===== src/rtl/register_file.sv =====
// MIPS general-purpose register file: one write port from write-back, two decode
// read ports with write-first bypass, and a sequencer that streams every register out.
module register_file #(
    parameter int NB_DATA           = 32,
    parameter int N_REGISTERS       = 32,
    parameter int NB_ADDR_REGISTERS = $clog2(N_REGISTERS)
) (
    input  logic                         i_clk,
    input  logic                         i_reset,
    input  logic [NB_DATA-1:0]           i_reg_w_data,
    input  logic [NB_ADDR_REGISTERS-1:0] i_reg_num,
    input  logic                         i_reg_w_en,
    input  logic [NB_ADDR_REGISTERS-1:0] i_rs_addr,
    input  logic [NB_ADDR_REGISTERS-1:0] i_rt_addr,
    output logic [NB_DATA-1:0]           o_rs_data,
    output logic [NB_DATA-1:0]           o_rt_data,
    input  logic                         i_dump_start,
    input  logic                         i_dump_ready,
    output logic                         o_dump_valid,
    output logic [NB_DATA-1:0]           o_dump_data,
    output logic [NB_ADDR_REGISTERS-1:0] o_dump_addr,
    output logic                         o_dump_busy,
    output logic                         o_dump_done
);

    typedef enum logic [1:0] {
        ST_IDLE,
        ST_LOAD,
        ST_SEND,
        ST_DONE
    } state_t;

    localparam logic [NB_ADDR_REGISTERS-1:0] LAST_IDX = NB_ADDR_REGISTERS'(N_REGISTERS - 1);

    logic [NB_DATA-1:0]           r_regs [N_REGISTERS];
    state_t                       r_state;
    logic [NB_ADDR_REGISTERS-1:0] r_idx;
    logic                         w_rs_bypass;
    logic                         w_rt_bypass;

    // Register 0 is never written, so it stays at its reset value of zero.
    always_ff @(posedge i_clk) begin
        if (!i_reset) begin
            for (int i = 0; i < N_REGISTERS; i++) begin
                r_regs[i] <= '0;
            end
        end else if (i_reg_w_en && (i_reg_num != '0)) begin
            r_regs[i_reg_num] <= i_reg_w_data;
        end
    end

    assign w_rs_bypass = i_reg_w_en && (i_reg_num == i_rs_addr);
    assign w_rt_bypass = i_reg_w_en && (i_reg_num == i_rt_addr);

    always_comb begin
        o_rs_data = r_regs[i_rs_addr];
        if (i_rs_addr == '0) begin
            o_rs_data = '0;
        end else if (w_rs_bypass) begin
            o_rs_data = i_reg_w_data;
        end
    end

    always_comb begin
        o_rt_data = r_regs[i_rt_addr];
        if (i_rt_addr == '0) begin
            o_rt_data = '0;
        end else if (w_rt_bypass) begin
            o_rt_data = i_reg_w_data;
        end
    end

    // Dump handshake: a word transfers on any rising edge where o_dump_valid and
    // i_dump_ready are both high; while valid waits for ready, data and addr hold.
    always_ff @(posedge i_clk) begin
        if (!i_reset) begin
            r_state      <= ST_IDLE;
            r_idx        <= '0;
            o_dump_valid <= 1'b0;
            o_dump_data  <= '0;
            o_dump_addr  <= '0;
            o_dump_busy  <= 1'b0;
            o_dump_done  <= 1'b0;
        end else begin
            case (r_state)
                ST_IDLE: begin
                    if (i_dump_start) begin
                        r_state     <= ST_LOAD;
                        r_idx       <= '0;
                        o_dump_busy <= 1'b1;
                    end
                end
                ST_LOAD: begin
                    // Stored value only: a write at this same edge is not seen.
                    o_dump_data  <= (r_idx == '0) ? '0 : r_regs[r_idx];
                    o_dump_addr  <= r_idx;
                    o_dump_valid <= 1'b1;
                    r_state      <= ST_SEND;
                end
                ST_SEND: begin
                    if (i_dump_ready) begin
                        o_dump_valid <= 1'b0;
                        if (r_idx == LAST_IDX) begin
                            r_state     <= ST_DONE;
                            o_dump_done <= 1'b1;
                        end else begin
                            r_idx   <= r_idx + 1'b1;
                            r_state <= ST_LOAD;
                        end
                    end
                end
                ST_DONE: begin
                    o_dump_done <= 1'b0;
                    o_dump_busy <= 1'b0;
                    r_state     <= ST_IDLE;
                end
                default: begin
                    r_state <= ST_IDLE;
                end
            endcase
        end
    end

endmodule


===== config.mk =====
export PLATFORM = sky130hd
export DESIGN_NAME = register_file
export DESIGN_NICKNAME = d
export VERILOG_FILES = /design/src/rtl/register_file.sv
export SDC_FILE = /design/constraint.sdc
export NUM_CORES = 2
export LEC_CHECK = 0
export BUFFER_PORTS_ARGS = -buffer_cell sky130_fd_sc_hd__buf_2
export CAP_MARGIN = 20
export CELL_PAD_IN_SITES_DETAIL_PLACEMENT = 0
export CELL_PAD_IN_SITES_GLOBAL_PLACEMENT = 1
export CORE_ASPECT_RATIO = 0.75
export CORE_MARGIN = 5
export CORE_UTILIZATION = 37
export CTS_CLUSTER_SIZE = 16
export DETAILED_ROUTE_END_ITERATION = 10
export PLACE_DENSITY = 0.7
export SYNTH_ARGS = -nofsm -noshare
export SYNTH_HDL_FRONTEND = slang
export SYNTH_SLANG_ARGS = --single-unit

===== constraint.sdc =====
create_clock -name i_clk -period 6.8 [get_ports i_clk]
set_input_delay 0 -clock i_clk [delete_from_list [all_inputs] [get_ports i_clk]]
set_output_delay 0 -clock i_clk [all_outputs]
set_load 0.03 [all_outputs]

==> impl_metrics.csv <==
group,metric,value,unit
status,status,"finished, final reports clean",
worst_setup_path,crit_chain,"buf_4 > buf_4 > inv_1 > nand2_1 > buf_4 > o22ai_1 > o21ai_0 > o2111a_1 > buf_2",
drt,dr.pass1.iters,8,
grt,antenna_found_initial,53,
yosys,synthesis.area,64300,um^2
place,placed_cells,6560,
clock_network,cts-root-buf,"clkbuf_16",
sta,hold_viol,0,
yosys,seq_area_frac_synth,0.494,
clock_network,clk_latency,780,ps
pwr,p_switching,4700,uW
die,die_area,182000,um^2
pwr,p_int,12000,uW
yosys,synth-edff-count,1024,
clock_network,cts_tree,"built",
yosys,synth_warnings,0,
layout,fill_cells,15600,
pwr,switching_share,0.281,
die,coreArea,173000,um^2
pwr,leakagePower,0.0238,uW
yosys,async_reset_ff_frac,0,
worst_setup_path,start_kind,"input port",
job,drv_cap,0,
die,ios,156,
layout,stdcell_count,6845,
sta,setup_viol,0,
worst_setup_path,critPathKind,"in -> out",
sta,rsz0062_at_grt,"false",
yosys,ys.flop_type,"edfxtp_1",
yosys,ys_ff_latch,1076,
worst_setup_path,cp-end-kind,"primary output",
place,routabilityCongestion,0.923,
sta,slew_violations,0,
grt,grt_max_degree,87,
die,fp.dieH,371,um
worst_setup_path,cpMaxStageDelayCell,"inv_1",
pwr,seq_power_share,0.471,
yosys,syn_inst,4458,
sta,timing.fmax,0.269,GHz
sta,finalSetupTns,0,ps
sta,fin_skew,38.5,ps
worst_setup_path,slowest_delay,640,ps
die,die_w,491,um
place,dpl.hpwl,174000,um
pwr,finalPower,16700,uW
drt,avgViaCountPerCell,6.97,
grt,grt_pass1_wl,388000,um
yosys,syn_avg_cell_area,14.4,um^2
drt,wire_per_inst,42.1,um
sta,min_period,3710,ps
die,start_util,0.372,
layout,drive_above_1_share,0.291,
pwr,irDropWorstVdd,0.223,mV
drt,vias,47700,
sta,fin_crit_sh,0.546,
sta,worst_pin_slew,1210,ps
clock_network,htree_levels,3,
layout,final_common_cell,"edfxtp_1",
grt,track_usage,0.309,
grt,grt_pass1_vias,45000,
pwr,power_density,232,nW/um^2
yosys,synth_cell_type_count,59,
drt,drt-initial-drc-count,9088,
clock_network,cts.path.max_buffers,3,
drt,ant_nets,0,
sta,max_slew_margin,0.190,
worst_setup_path,critPathMaxFanout,36,
worst_setup_path,critPathArrivalTime,3710,ps
hold_path,hold_class,"in -> reg",
pwr,clock_power_share,0.377,
clock_network,cts_sinks,1076,
pwr,pwr-share-comb,0.152,
place,io_buffers,155,
worst_setup_path,crit_path_frequent_cell,"buf_4",
worst_setup_path,required,6800,ps
layout,finalNetCount,4489,
grt,gr-total-overflow,0,
clock_network,cts_buffers,111,
layout,final_cell_mix,"edfxtp_1, and2_1, mux4_2, a22oi_1, buf_2",
clock_network,cts-resized-gates,0,
die,num_rows,132,
layout,area_growth,11.9,%
clock_network,clk_pin_slew,60,ps
drt,routed_wl,288000,um
drt,drc,0,
sequential cells by signal, summed over array words and instances, names as in the netlist, named ones only:
name	count
o_dump_busy	1
o_dump_addr	5
r_state	2
o_dump_valid	1
r_idx	5
o_dump_done	1
o_dump_data	32
r_regs	1024
power groups by stage:
| stage | Clock, uW | Combinational [uW] | Sequential (uW) |
|---|---|---|---|
| global placement | 0 | 2420 | 7970 |
| floorplan | 0 | 1510 | 7920 |
| finish | 6320 | 2540 | 7880 |
| global route | 6610 | 2570 | 7910 |
| CTS | 6320 | 2460 | 7860 |
| detailed placement | 0 | 2430 | 8000 |
cell families after synthesis:
family / share of synthesized area
flops: 0.494
xor+xnor: 0.00163
compound gates: 0.0705
fa+ha+maj: 0.000584
other cells: 0.0000583
buf+inv: 0.0368
mux: 0.272
simple gates: 0.124
metrics by stage:
stage	setup WS, ps	cell area, um^2	utilization	hold WS [ps]
2_1_floorplan	3210	64400	-	157
3_3_place_gp	3370	67700	0.392	307
3_5_place_dp	3390	67800	0.393	312
4_1_cts	3390	71800	0.416	155
5_1_grt	3250	71900	0.416	218
6_report	3090	72000	0.417	194
worst max-delay path: cells and delay by family:
kind                   cells  cell delay [ps]
buffers and inverters      5             2070
AOI/OAI and AO/OA          3             1120
and+or+nand+nor            1              430
routing by layer:
metal  GRT usage  routed length [um]  vias to the layer above
met2       0.430              119000                     4601
met5     0.00661                 142                        -
met4       0.156               17400                       16
li1            -                   -                    17700
met3       0.136               48100                      890
met1       0.409              103000                    24500
cell usage after synthesis (17+ instances only):
cell type  number  share of area
a211oi_1       59         0.0069
a21oi_1        75         0.0058
a221oi_1       23         0.0031
a22o_1         31         0.0042
a22oi_1       171          0.020
and2_1        999          0.097
and3_1         28         0.0027
buf_1          35         0.0020
buf_2          80         0.0062
buf_4          33         0.0039
buf_6          24         0.0042
clkbuf_1      341          0.020
dfxtp_1        52          0.016
edfxtp_1     1024           0.48
mux2_2         20         0.0035
mux2i_1       121          0.019
mux4_2        714           0.25
nand2_1       105         0.0061
nand3_1        47         0.0037
nand4_1        28         0.0027
nor2_1         65         0.0038
nor2b_1        35         0.0034
o2111a_1       18         0.0032
o21ai_0        71         0.0055
o221ai_1       17         0.0023
o22ai_1       112          0.011
o31ai_1        24         0.0028
final timing paths:
path	start	end	slack (ps)	depth (start not counted)
worst max-delay path	i_rt_addr[2]	o_rt_data[6]	3090	9
worst min-delay path	i_dump_ready	o_dump_done	190	4
worst max register to register	flip-flop	o_dump_data[2]	3480	7
worst min register to register	o_dump_addr[1]	o_dump_addr[1]	450	2
repair_timing:
action / in CTS / in global routing
hold endpoints to repair: 1020 / 0
buffers inserted: 0 / 0
hold buffers: 36 / 0
cell type report:
cell class / instances / area (um^2) / area share
flip-flops and latches: 1076 / 31800 / 0.442
clock inverters: 59 / 556 / 0.00772
clock buffers: 150 / 3070 / 0.0426
multi-input cells: 2890 / 31000 / 0.431
well taps: 2278 / 2850 / 0.0396
repair buffers: 345 / 2570 / 0.0357
diodes: 37 / 92.6 / 0.00129
inverters: 10 / 40.0 / 0.000556
Power figures use the tool's default switching activity.
